[config.mk]
export PLATFORM = sky130hd
export DESIGN_NAME = rvx_tcm_arbiter
export DESIGN_NICKNAME = d
export VERILOG_FILES = /design/src/rtl/rvx_tcm_arbiter.sv
export SDC_FILE = /design/constraint.sdc
export NUM_CORES = 1
export LEC_CHECK = 0
export CAP_MARGIN = 20
export CORE_MARGIN = 2
export CORE_UTILIZATION = 35
export DETAILED_ROUTE_END_ITERATION = 10
export GPL_ROUTABILITY_DRIVEN = 0
export PLACE_DENSITY = 0.85
export SLEW_MARGIN = 30
export SYNTH_ARGS = -nofsm -noshare
export SYNTH_HDL_FRONTEND = slang
export SYNTH_SLANG_ARGS = --single-unit
[constraint.sdc]
create_clock -name clock -period 1.9 [get_ports clock]
set_input_delay 0.19 -clock clock [delete_from_list [all_inputs] [get_ports clock]]
set_output_delay 0.19 -clock clock [all_outputs]
set_load 0.05 [all_outputs]
[src/rtl/rvx_tcm_arbiter.sv]
// rvx_tcm_arbiter: arbitrates an instruction read port (ibus) and a data
// read/write port (dbus) onto one single-port tightly-coupled memory.
// One transaction is outstanding at a time. The command is registered onto
// mem_* at grant and held until the matching target response. Responses are
// routed back combinationally.
// Default build: dbus has fixed priority, bounded by a starvation counter
// that hands ibus the memory after STARVATION_LIMIT consecutive dbus grants.
// Optional macro RVX_TCM_ARBITER_ROUND_ROBIN_EN: the requester granted last
// loses when both are pending, and the starvation counter is not built.
module rvx_tcm_arbiter #(
    parameter int unsigned STARVATION_LIMIT = 4
) (
    input  logic        clock,
    input  logic        reset_n,
    // instruction read requester
    input  logic [31:0] ibus_address,
    input  logic        ibus_rrequest,
    output logic [31:0] ibus_rdata,
    output logic        ibus_rresponse,
    // data requester
    input  logic [31:0] dbus_address,
    input  logic        dbus_rrequest,
    input  logic        dbus_wrequest,
    input  logic [31:0] dbus_wdata,
    input  logic [3:0]  dbus_wstrobe,
    output logic [31:0] dbus_rdata,
    output logic        dbus_rresponse,
    output logic        dbus_wresponse,
    // shared target
    output logic [31:0] mem_address,
    output logic        mem_rrequest,
    output logic        mem_wrequest,
    output logic [31:0] mem_wdata,
    output logic [3:0]  mem_wstrobe,
    input  logic [31:0] mem_rdata,
    input  logic        mem_rresponse,
    input  logic        mem_wresponse
);

    typedef enum logic [1:0] {
        IDLE       = 2'd0,
        GRANT_IBUS = 2'd1,
        GRANT_DBUS = 2'd2
    } state_t;

    state_t      state_q, state_d;
    logic [31:0] mem_address_q, mem_address_d;
    logic        mem_rrequest_q, mem_rrequest_d;
    logic        mem_wrequest_q, mem_wrequest_d;
    logic [31:0] mem_wdata_q, mem_wdata_d;
    logic [3:0]  mem_wstrobe_q, mem_wstrobe_d;

`ifdef RVX_TCM_ARBITER_ROUND_ROBIN_EN
    // 1 when dbus held the most recent grant; reset favours dbus first
    logic        last_dbus_q, last_dbus_d;
`else
    localparam logic [3:0] LIMIT = 4'(STARVATION_LIMIT);
    logic [3:0]  starve_q, starve_d;
`endif

    logic ibus_pend;
    logic dbus_pend;
    logic pick_dbus;
    logic dbus_done;

    assign ibus_pend = ibus_rrequest;
    assign dbus_pend = dbus_rrequest | dbus_wrequest;
    // a dbus grant finishes on the response that matches its command type
    assign dbus_done = mem_wrequest_q ? mem_wresponse : mem_rresponse;

`ifdef RVX_TCM_ARBITER_ROUND_ROBIN_EN
    assign pick_dbus = dbus_pend && !(ibus_pend && last_dbus_q);
`else
    assign pick_dbus = dbus_pend && !(ibus_pend && (starve_q >= LIMIT));
`endif

    // next-state, grant decision and command capture
    always_comb begin
        state_d        = state_q;
        mem_address_d  = mem_address_q;
        mem_rrequest_d = mem_rrequest_q;
        mem_wrequest_d = mem_wrequest_q;
        mem_wdata_d    = mem_wdata_q;
        mem_wstrobe_d  = mem_wstrobe_q;
`ifdef RVX_TCM_ARBITER_ROUND_ROBIN_EN
        last_dbus_d    = last_dbus_q;
`else
        starve_d       = starve_q;
`endif
        case (state_q)
            IDLE: begin
                if (pick_dbus) begin
                    state_d       = GRANT_DBUS;
                    mem_address_d = dbus_address;
                    if (dbus_wrequest) begin
                        // a simultaneous read request is dropped: write only
                        mem_rrequest_d = 1'b0;
                        mem_wrequest_d = 1'b1;
                        mem_wdata_d    = dbus_wdata;
                        mem_wstrobe_d  = dbus_wstrobe;
                    end else begin
                        mem_rrequest_d = 1'b1;
                        mem_wrequest_d = 1'b0;
                        mem_wdata_d    = 32'd0;
                        mem_wstrobe_d  = 4'd0;
                    end
`ifdef RVX_TCM_ARBITER_ROUND_ROBIN_EN
                    last_dbus_d = 1'b1;
`else
                    if (!ibus_pend) begin
                        starve_d = 4'd0;
                    end else if (starve_q != 4'hF) begin
                        starve_d = starve_q + 4'd1;
                    end
`endif
                end else if (ibus_pend) begin
                    state_d        = GRANT_IBUS;
                    mem_address_d  = ibus_address;
                    mem_rrequest_d = 1'b1;
                    mem_wrequest_d = 1'b0;
                    mem_wdata_d    = 32'd0;
                    mem_wstrobe_d  = 4'd0;
`ifdef RVX_TCM_ARBITER_ROUND_ROBIN_EN
                    last_dbus_d = 1'b0;
`else
                    starve_d = 4'd0;
`endif
                end else begin
`ifndef RVX_TCM_ARBITER_ROUND_ROBIN_EN
                    starve_d = 4'd0;
`endif
                end
            end
            GRANT_IBUS: begin
                if (mem_rresponse) begin
                    state_d        = IDLE;
                    mem_rrequest_d = 1'b0;
                    mem_wrequest_d = 1'b0;
                end
            end
            GRANT_DBUS: begin
                if (dbus_done) begin
                    state_d        = IDLE;
                    mem_rrequest_d = 1'b0;
                    mem_wrequest_d = 1'b0;
                end
            end
            default: begin
                state_d        = IDLE;
                mem_rrequest_d = 1'b0;
                mem_wrequest_d = 1'b0;
            end
        endcase
    end

    // state and command registers, cleared asynchronously by reset_n
    always_ff @(posedge clock or negedge reset_n) begin
        if (!reset_n) begin
            state_q        <= IDLE;
            mem_address_q  <= 32'd0;
            mem_rrequest_q <= 1'b0;
            mem_wrequest_q <= 1'b0;
            mem_wdata_q    <= 32'd0;
            mem_wstrobe_q  <= 4'd0;
`ifdef RVX_TCM_ARBITER_ROUND_ROBIN_EN
            last_dbus_q    <= 1'b0;
`else
            starve_q       <= 4'd0;
`endif
        end else begin
            state_q        <= state_d;
            mem_address_q  <= mem_address_d;
            mem_rrequest_q <= mem_rrequest_d;
            mem_wrequest_q <= mem_wrequest_d;
            mem_wdata_q    <= mem_wdata_d;
            mem_wstrobe_q  <= mem_wstrobe_d;
`ifdef RVX_TCM_ARBITER_ROUND_ROBIN_EN
            last_dbus_q    <= last_dbus_d;
`else
            starve_q       <= starve_d;
`endif
        end
    end

    assign mem_address  = mem_address_q;
    assign mem_rrequest = mem_rrequest_q;
    assign mem_wrequest = mem_wrequest_q;
    assign mem_wdata    = mem_wdata_q;
    assign mem_wstrobe  = mem_wstrobe_q;

    // read data is shared; only the granted port sees a response strobe
    assign ibus_rdata     = mem_rdata;
    assign dbus_rdata     = mem_rdata;
    assign ibus_rresponse = (state_q == GRANT_IBUS) && mem_rresponse;
    assign dbus_rresponse = (state_q == GRANT_DBUS) && mem_rrequest_q && mem_rresponse;
    assign dbus_wresponse = (state_q == GRANT_DBUS) && mem_wrequest_q && mem_wresponse;

endmodule
==> flow_metrics.env, run 1 <==
export IMPL_ioPinCount=276
export IMPL_root_buffer="clkbuf_8"
export IMPL_fin_tns_setup_ns=0
export IMPL_dieArea_mm2=0.0120
export IMPL_syn2layout_area_growth_pct=44.0
export IMPL_initial_core_util_pct=36.0
export IMPL_status="finished clean"
export IMPL_synth_fp_nets=520
export IMPL_setup_viol=0
export IMPL_vdd_drop_max_mv=1.16
export IMPL_drv_cap=0
export IMPL_fin_crit_sh_pct=95.6
export IMPL_yosys_area_top_type_share_pct=48.6
export IMPL_synthMostInstantiatedCell="dfrtp_1"
export IMPL_drive_above_1_share_pct=8.92
export IMPL_synthTopCellsByArea="dfrtp_1 49%, buf_4 12%, a22o_1 8.3%, nand3b_1 6.1%, a31oi_1 5.0%"
export IMPL_power_switching_mw=5.11
export IMPL_cp_arrival_ns=1.63
export IMPL_maxSlewHeadroom_pct=63.8
export IMPL_yosysWarningCount=0
export IMPL_vias=3327
export IMPL_final_area_mm2=0.00564
export IMPL_rrSetupSlack_ns=0.32
export IMPL_syn_avg_cell_area_um2=10.3
export IMPL_setup_ws_ns=0.0834
export IMPL_synth_distinct_cells=33
export IMPL_nNetsFinal=629
export IMPL_worst_setup_path_start_kind="flip-flop"
export IMPL_antenna_found_initial=0
export IMPL_ff2ff_path_depth=4
export IMPL_n_fill_cell=982
export IMPL_synth_edff_count=0
export IMPL_r2r_start="state_q[0]"
export IMPL_hold_viol=0
export IMPL_grt_overflow=0
export IMPL_p_total_mw=10.3
export IMPL_worst_slew_pin_slew_ns=0.541
export IMPL_crit_fanout=5
export IMPL_grt_pass1_vias=3160
export IMPL_pwr_share_comb_pct=61.3
export IMPL_min_period_ns=1.82
export IMPL_clock_latency_ns=0.35
export IMPL_cts_sinks=76
export IMPL_placed_area_mm2=0.00545
export IMPL_die_x_um=110
export IMPL_drt_iter0_drc=161
export IMPL_dieHeight_um=110
export IMPL_routed_wl_um=10900
export IMPL_wl_per_cell_um=17.2
export IMPL_ys_seq_elements=76
export IMPL_slowest_delay_ns=0.86
export IMPL_switching_share_pct=49.6
export IMPL_io_buffer_count=179
export IMPL_skew_ns=0.00802
export IMPL_worstSetupPathType="reg2out"
export IMPL_synthesis_area_mm2=0.00392
export IMPL_synth_top_area_cell="dfrtp_1"
export IMPL_numCtsBuffers=9
export IMPL_num_rows=38
export IMPL_p_leak_nw=2.28
export IMPL_grt_pass1_wl_um=16000
export IMPL_grt_max_degree=49
export IMPL_antennaDiodeCount=0
export IMPL_dp_slack_ns=0.0293
export IMPL_cts_setup_buffers=0
export IMPL_h_tree_depth=3
export IMPL_endpoint_kind="output port"
export IMPL_synthArstFlopShare_pct=100
export IMPL_crit_buf_inv=1
export IMPL_fmax_mhz=550
export IMPL_power_density_mw_per_mm2=1830
export IMPL_critical_path_slowest_cell="clkdlybuf4s50_1"
export IMPL_dr_pass1_iters=4
export IMPL_rsz0062_at_grt="false"
export IMPL_fp_coreArea_mm2=0.0109
export IMPL_place_inst=617
export IMPL_post_route_drc_count=0
export IMPL_intPower_mw=5.19
export IMPL_via_per_inst=5.26
export IMPL_clk_pin_slew_worst_paths_ns=0.08
export IMPL_multi_input_area_mm2=0.00136
export IMPL_path_cells="clkdlybuf4s50_1"
export IMPL_cp_top_family="buffers and inverters"
export IMPL_instances_no_fill=633
export IMPL_cts_tree="yes"
export IMPL_crit_required_ns=1.71
export IMPL_grt_util_all_layers_pct=17.4
export IMPL_synthFlopType="dfrtp_1"
export IMPL_slew_violations=0
export IMPL_regArea_mm2=0.00190
export IMPL_seq_power_share_pct=27.9
export IMPL_syn_inst=380
export IMPL_synthTopCellsByCount="76 x dfrtp_1, 65 x buf_4, 37 x a22o_1, 37 x o21ai_0, 35 x a21oi_1"
export IMPL_postRouteAntennaNets=0
export IMPL_yosysSeqAreaShare_pct=48.6
export IMPL_hold_path_class="in2async"
export IMPL_cts_max_path_buffers=2
export IMPL_clkPwrFrac_pct=10.8
export IMPL_rr_endpoint="mem_address[23]"
export IMPL_dp_hpwl_um=8420
metal layers:
layer / track usage, % / share of wire (%) / vias up
li1: - / - / 1543
met1: 18.2 / 37 / 1555
met2: 31.9 / 51 / 213
met3: 5.57 / 11 / 16
met4: 7.23 / 1.5 / 0
met5: 0 / 0 / -
final cells by class:
cell class,count,share of cell area [%]
sequential,76,33.7
clock inverter,4,0.444
timing repair buffer,196,35.9
clock buffer,11,2.68
multi-input combinational,204,24.1
inverter,2,0.133
tap,140,3.11
worst max-delay path by stage:
stage                        from              end  slack, ns  cells past startpoint
global route         mem_wrequest     mem_wrequest      0.007                      1
detailed placement  dbus_rrequest  mem_address[11]       0.03                      5
floorplan              state_q[1]   ibus_rresponse      0.009                      2
global placement    dbus_rrequest  mem_address[26]       0.08                      5
CTS                  mem_wrequest     mem_wrequest       0.06                      1
finish               mem_wrequest     mem_wrequest       0.08                      1
repair_timing:
item,CTS,global route
hold endpoints to repair,32,0
hold buffers,1,0
resized for setup,0,0
worst register-to-register path: stages, from the launching register on:
cell     delay, ns
dfrtp_1       0.39
nor2_2        0.12
buf_4         0.32
and2_4        0.44
a31oi_1       0.17
cell usage in the layout, fill, tap and decap left out, drive strengths merged, types with 3 or more instances in the layout:
master / netlist / final
a22o: 37 / 37
nand2: 4 / 4
a21oi: 35 / 35
nor2: 4 / 4
nand3b: 32 / 32
dfrtp: 76 / 76
a31oi: 33 / 33
and3: 3 / 3
clkbuf: 17 / 11
buf: 81 / 21
clkdlybuf4s50: 0 / 174
o21ai: 38 / 38
cells by family (layout without fill, tap and decap cells):
logic type | count (synthesis) | count (layout) | share of synthesized area, %
buffers and inverters | 100 | 213 | 17.1
muxes | 2 | 2 | 0.543
DFF | 76 | 76 | 48.6
adders and majority gates | 1 | 1 | 0.320
AOI/OAI and AO/OA | 147 | 147 | 24.0
and+or+nand+nor | 54 | 54 | 9.43
metrics by stage:
step | utilization (%) | hold slack, ns
6_report | 51.8 | 0.339
5_1_grt | 51.8 | 0.351
4_1_cts | 51.8 | 0.336
3_5_place_dp | 50.1 | 0.160
3_3_place_gp | 50.1 | 0.146
2_1_floorplan | - | -0.106
sequential cells by signal, indices dropped and copies added, names as in the netlist:
name          cells
mem_address      32
mem_wdata        32
mem_rrequest      1
mem_wstrobe       4
state_q           2
starve_q          4
mem_wrequest      1
power groups by stage:
stage	clock network (mW)	registers [mW]	logic [mW]
floorplan	0	5.45	1.89
global placement	0	2.87	6.25
detailed placement	0	2.91	6.34
CTS	1.16	2.88	6.36
global route	1.26	2.96	6.66
finish	1.11	2.87	6.32
Note: power is estimated with default switching activity, not from simulation.
==> inputs of run 2 (changes only) <==
Settings changed: ABC_AREA set to 1, CORE_UTILIZATION 35 to 36, CTS_BUF_LIST set to sky130_fd_sc_hd__clkbuf_2, PLACE_DENSITY 0.85 to 0.86.
==> run 2 against run 1 <==
Effect of this change: combinational power shrank 20%; critical path depth grew 4; clock-buffer cell count shrank 2; setup slack gained 0.095 ns; die area shrank 1.6%; area after synthesis grew 1.2%; hold slack lost 0.27 ns; highest routed layer unchanged.
==> flow_metrics.env, run 2 <==
export IMPL_final_area_mm2=0.00553
export IMPL_path_cells="inv_1 > nor2_1 > inv_1 > nor2_2 > buf_12"
export IMPL_min_period_ns=1.72
export IMPL_numCtsBuffers=9
export IMPL_vias=3481
export IMPL_worst_setup_path_start_kind="flip-flop"
export IMPL_yosys_area_top_type_share_pct=48.0
export IMPL_setup_ws_ns=0.178
export IMPL_cts_max_path_buffers=2
export IMPL_cp_arrival_ns=1.53
export IMPL_maxSlewHeadroom_pct=65.2
export IMPL_syn_inst=516
export IMPL_nNetsFinal=770
export IMPL_skew_ns=0.0300
export IMPL_grt_pass1_wl_um=15000
export IMPL_hold_viol=0
export IMPL_slowest_delay_ns=0.46
export IMPL_layout_common_cells="214 x nand2_1, 105 x clkdlybuf4s50_1, 76 x dfrtp_1"
export IMPL_status="finished clean"
export IMPL_setup_viol=0
export IMPL_cts_setup_buffers=0
export IMPL_post_route_drc_count=0
export IMPL_vdd_drop_max_mv=0.858
export IMPL_syn_avg_cell_area_um2=7.68
export IMPL_cp_top_family="flip-flops"
export IMPL_rrSetupSlack_ns=0.35
export IMPL_endpoint_kind="output port"
export IMPL_worst_slew_pin_slew_ns=0.524
export IMPL_grt_util_all_layers_pct=16.1
export IMPL_fin_crit_sh_pct=90.6
export IMPL_ioPinCount=276
export IMPL_synthArstFlopShare_pct=100
export IMPL_yosysWarningCount=0
export IMPL_holdWs_ns=0.0678
export IMPL_clock_latency_ns=0.49
export IMPL_synthFlopType="dfrtp_1"
export IMPL_initial_core_util_pct=36.7
export IMPL_synthMostInstantiatedCell="nand2_1"
export IMPL_slew_violations=0
export IMPL_ff2ff_path_depth=6
export IMPL_synthesis_area_mm2=0.00396
export IMPL_cts_tree="yes"
export IMPL_h_tree_depth=3
export IMPL_critical_path_slowest_cell="dfrtp_1"
export IMPL_crit_fanout=3
export IMPL_ys_seq_elements=76
export IMPL_dieArea_mm2=0.0119
export IMPL_grt_overflow=0
export IMPL_crit_buf_inv=3
export IMPL_fmax_mhz=581
export IMPL_power_density_mw_per_mm2=1560
export IMPL_via_per_inst=4.50
export IMPL_antennaDiodeCount=0
export IMPL_crit_required_ns=1.71
export IMPL_grt_pass1_vias=3261
export IMPL_postRouteAntennaNets=0
export IMPL_drt_iter0_drc=182
export IMPL_antenna_found_initial=0
export IMPL_routed_wl_um=9700
export IMPL_dr_pass1_iters=6
export IMPL_cts_sinks=76
export IMPL_fin_tns_setup_ns=0
export IMPL_dieHeight_um=109
export IMPL_worstSetupPathType="reg2out"
export IMPL_grt_max_degree=41
export IMPL_drive_above_1_share_pct=5.36
export IMPL_hold_path_class="in2async"
export IMPL_rr_endpoint="mem_address[14]"
export IMPL_r2r_start="state_q[0]"
export IMPL_synth_distinct_cells=19
export IMPL_synth_top_area_cell="dfrtp_1"
export IMPL_clk_pin_slew_worst_paths_ns=0.21
export IMPL_synthTopCellsByArea="dfrtp_1 48%, nand2_1 20%, buf_4 12%, nand3_1 5.1%, inv_1 4.3%"
export IMPL_syn2layout_area_growth_pct=39.6
export IMPL_synth_fp_nets=656
export IMPL_fp_coreArea_mm2=0.0108
export IMPL_die_x_um=109
export IMPL_path_common_cell="inv_1"
export IMPL_yosysSeqAreaShare_pct=48.0
export IMPL_synthTopCellsByCount="214 x nand2_1, 76 x dfrtp_1, 64 x buf_4, 45 x inv_1, 40 x nand3_1"
export IMPL_dp_slack_ns=0.171
export IMPL_wl_per_cell_um=12.5
export IMPL_io_buffer_count=179
export IMPL_dp_hpwl_um=7250
export IMPL_drv_cap=0
export IMPL_rsz0062_at_grt="false"
export IMPL_synth_edff_count=0
export IMPL_root_buffer="clkbuf_2"
export IMPL_placed_area_mm2=0.00548
export IMPL_p_leak_nw=3.01
export IMPL_num_rows=38
export IMPL_layout_commonest_cell="nand2_1"
-- run 2: worst max path at each step --
| stage | startpoint | endpoint | slack, ns | cells past startpoint |
|---|---|---|---|---|
| after floorplan | state_q[0] | ibus_rresponse | 0.18 | 2 |
| after global placement | dbus_wrequest | mem_wdata[23] | 0.25 | 7 |
| after detailed placement | dbus_wrequest | mem_wdata[19] | 0.17 | 7 |
| after CTS | state_q[1] | dbus_wresponse | 0.06 | 5 |
| after global routing | state_q[1] | dbus_wresponse | 0.01 | 5 |
| final | state_q[1] | dbus_wresponse | 0.18 | 5 |
-- run 2: power by group --
group          internal, mW  switching [mW]  total (mW)  leakage, nW
Clock                 0.418           0.543       0.961       0.0728
Combinational          1.35            3.70        5.05         1.97
Sequential             2.28           0.353        2.64        0.968
Total                  4.05            4.59        8.64         3.01
-- run 2: routing by layer --
layer | vias up | part of all wire, % | global-route usage, %
li1 | 1737 | - | -
met1 | 1558 | 41 | 19.0
met2 | 161 | 45 | 25.5
met3 | 25 | 12 | 6.75
met4 | 0 | 2.2 | 7.51
met5 | - | 0 | 0
-- run 2: kinds of logic (layout without fill, tap and decap cells) --
kind of cell | count (synthesis) | count (layout) | share of synthesized area (%)
AOI/OAI and AO/OA | 41 | 41 | 5.75
and+or+nand+nor | 263 | 263 | 26.4
adders and majority gates | 1 | 1 | 0.316
buffers and inverters | 134 | 252 | 19.3
xor gates and xnor gates | 1 | 1 | 0.221
DFF | 76 | 76 | 48.0
-- run 2: final cells by class --
| cell class | count | area, µm² |
|---|---|---|
| multi-input combinational | 306 | 1300 |
| timing repair buffer | 189 | 1850 |
| clock buffer | 9 | 45.0 |
| sequential | 76 | 1900 |
| fill | 1067 | 5260 |
| tap | 140 | 175 |
| inverter | 48 | 180 |
| clock inverter | 6 | 80.1 |
-- run 2: through the flow --
step                      power (mW)  util [%]  cells
after global placement          8.12      50.7    758
after CTS                       8.75      51.2    774
after detailed placement        8.23      50.7    758
after global routing            9.21      51.2    774
final                           8.64      51.2    774
after floorplan                 6.59         -    516
-- run 2: timing repair --
| action | CTS | global route |
|---|---|---|
| resized for setup | 70 | 2 |
| pin swaps | 0 | 0 |
| endpoints found under the hold margin | 76 | 0 |
| setup endpoints to repair | 70 | 1 |
| hold buffers | 1 | 0 |
| cloned | 0 | 0 |
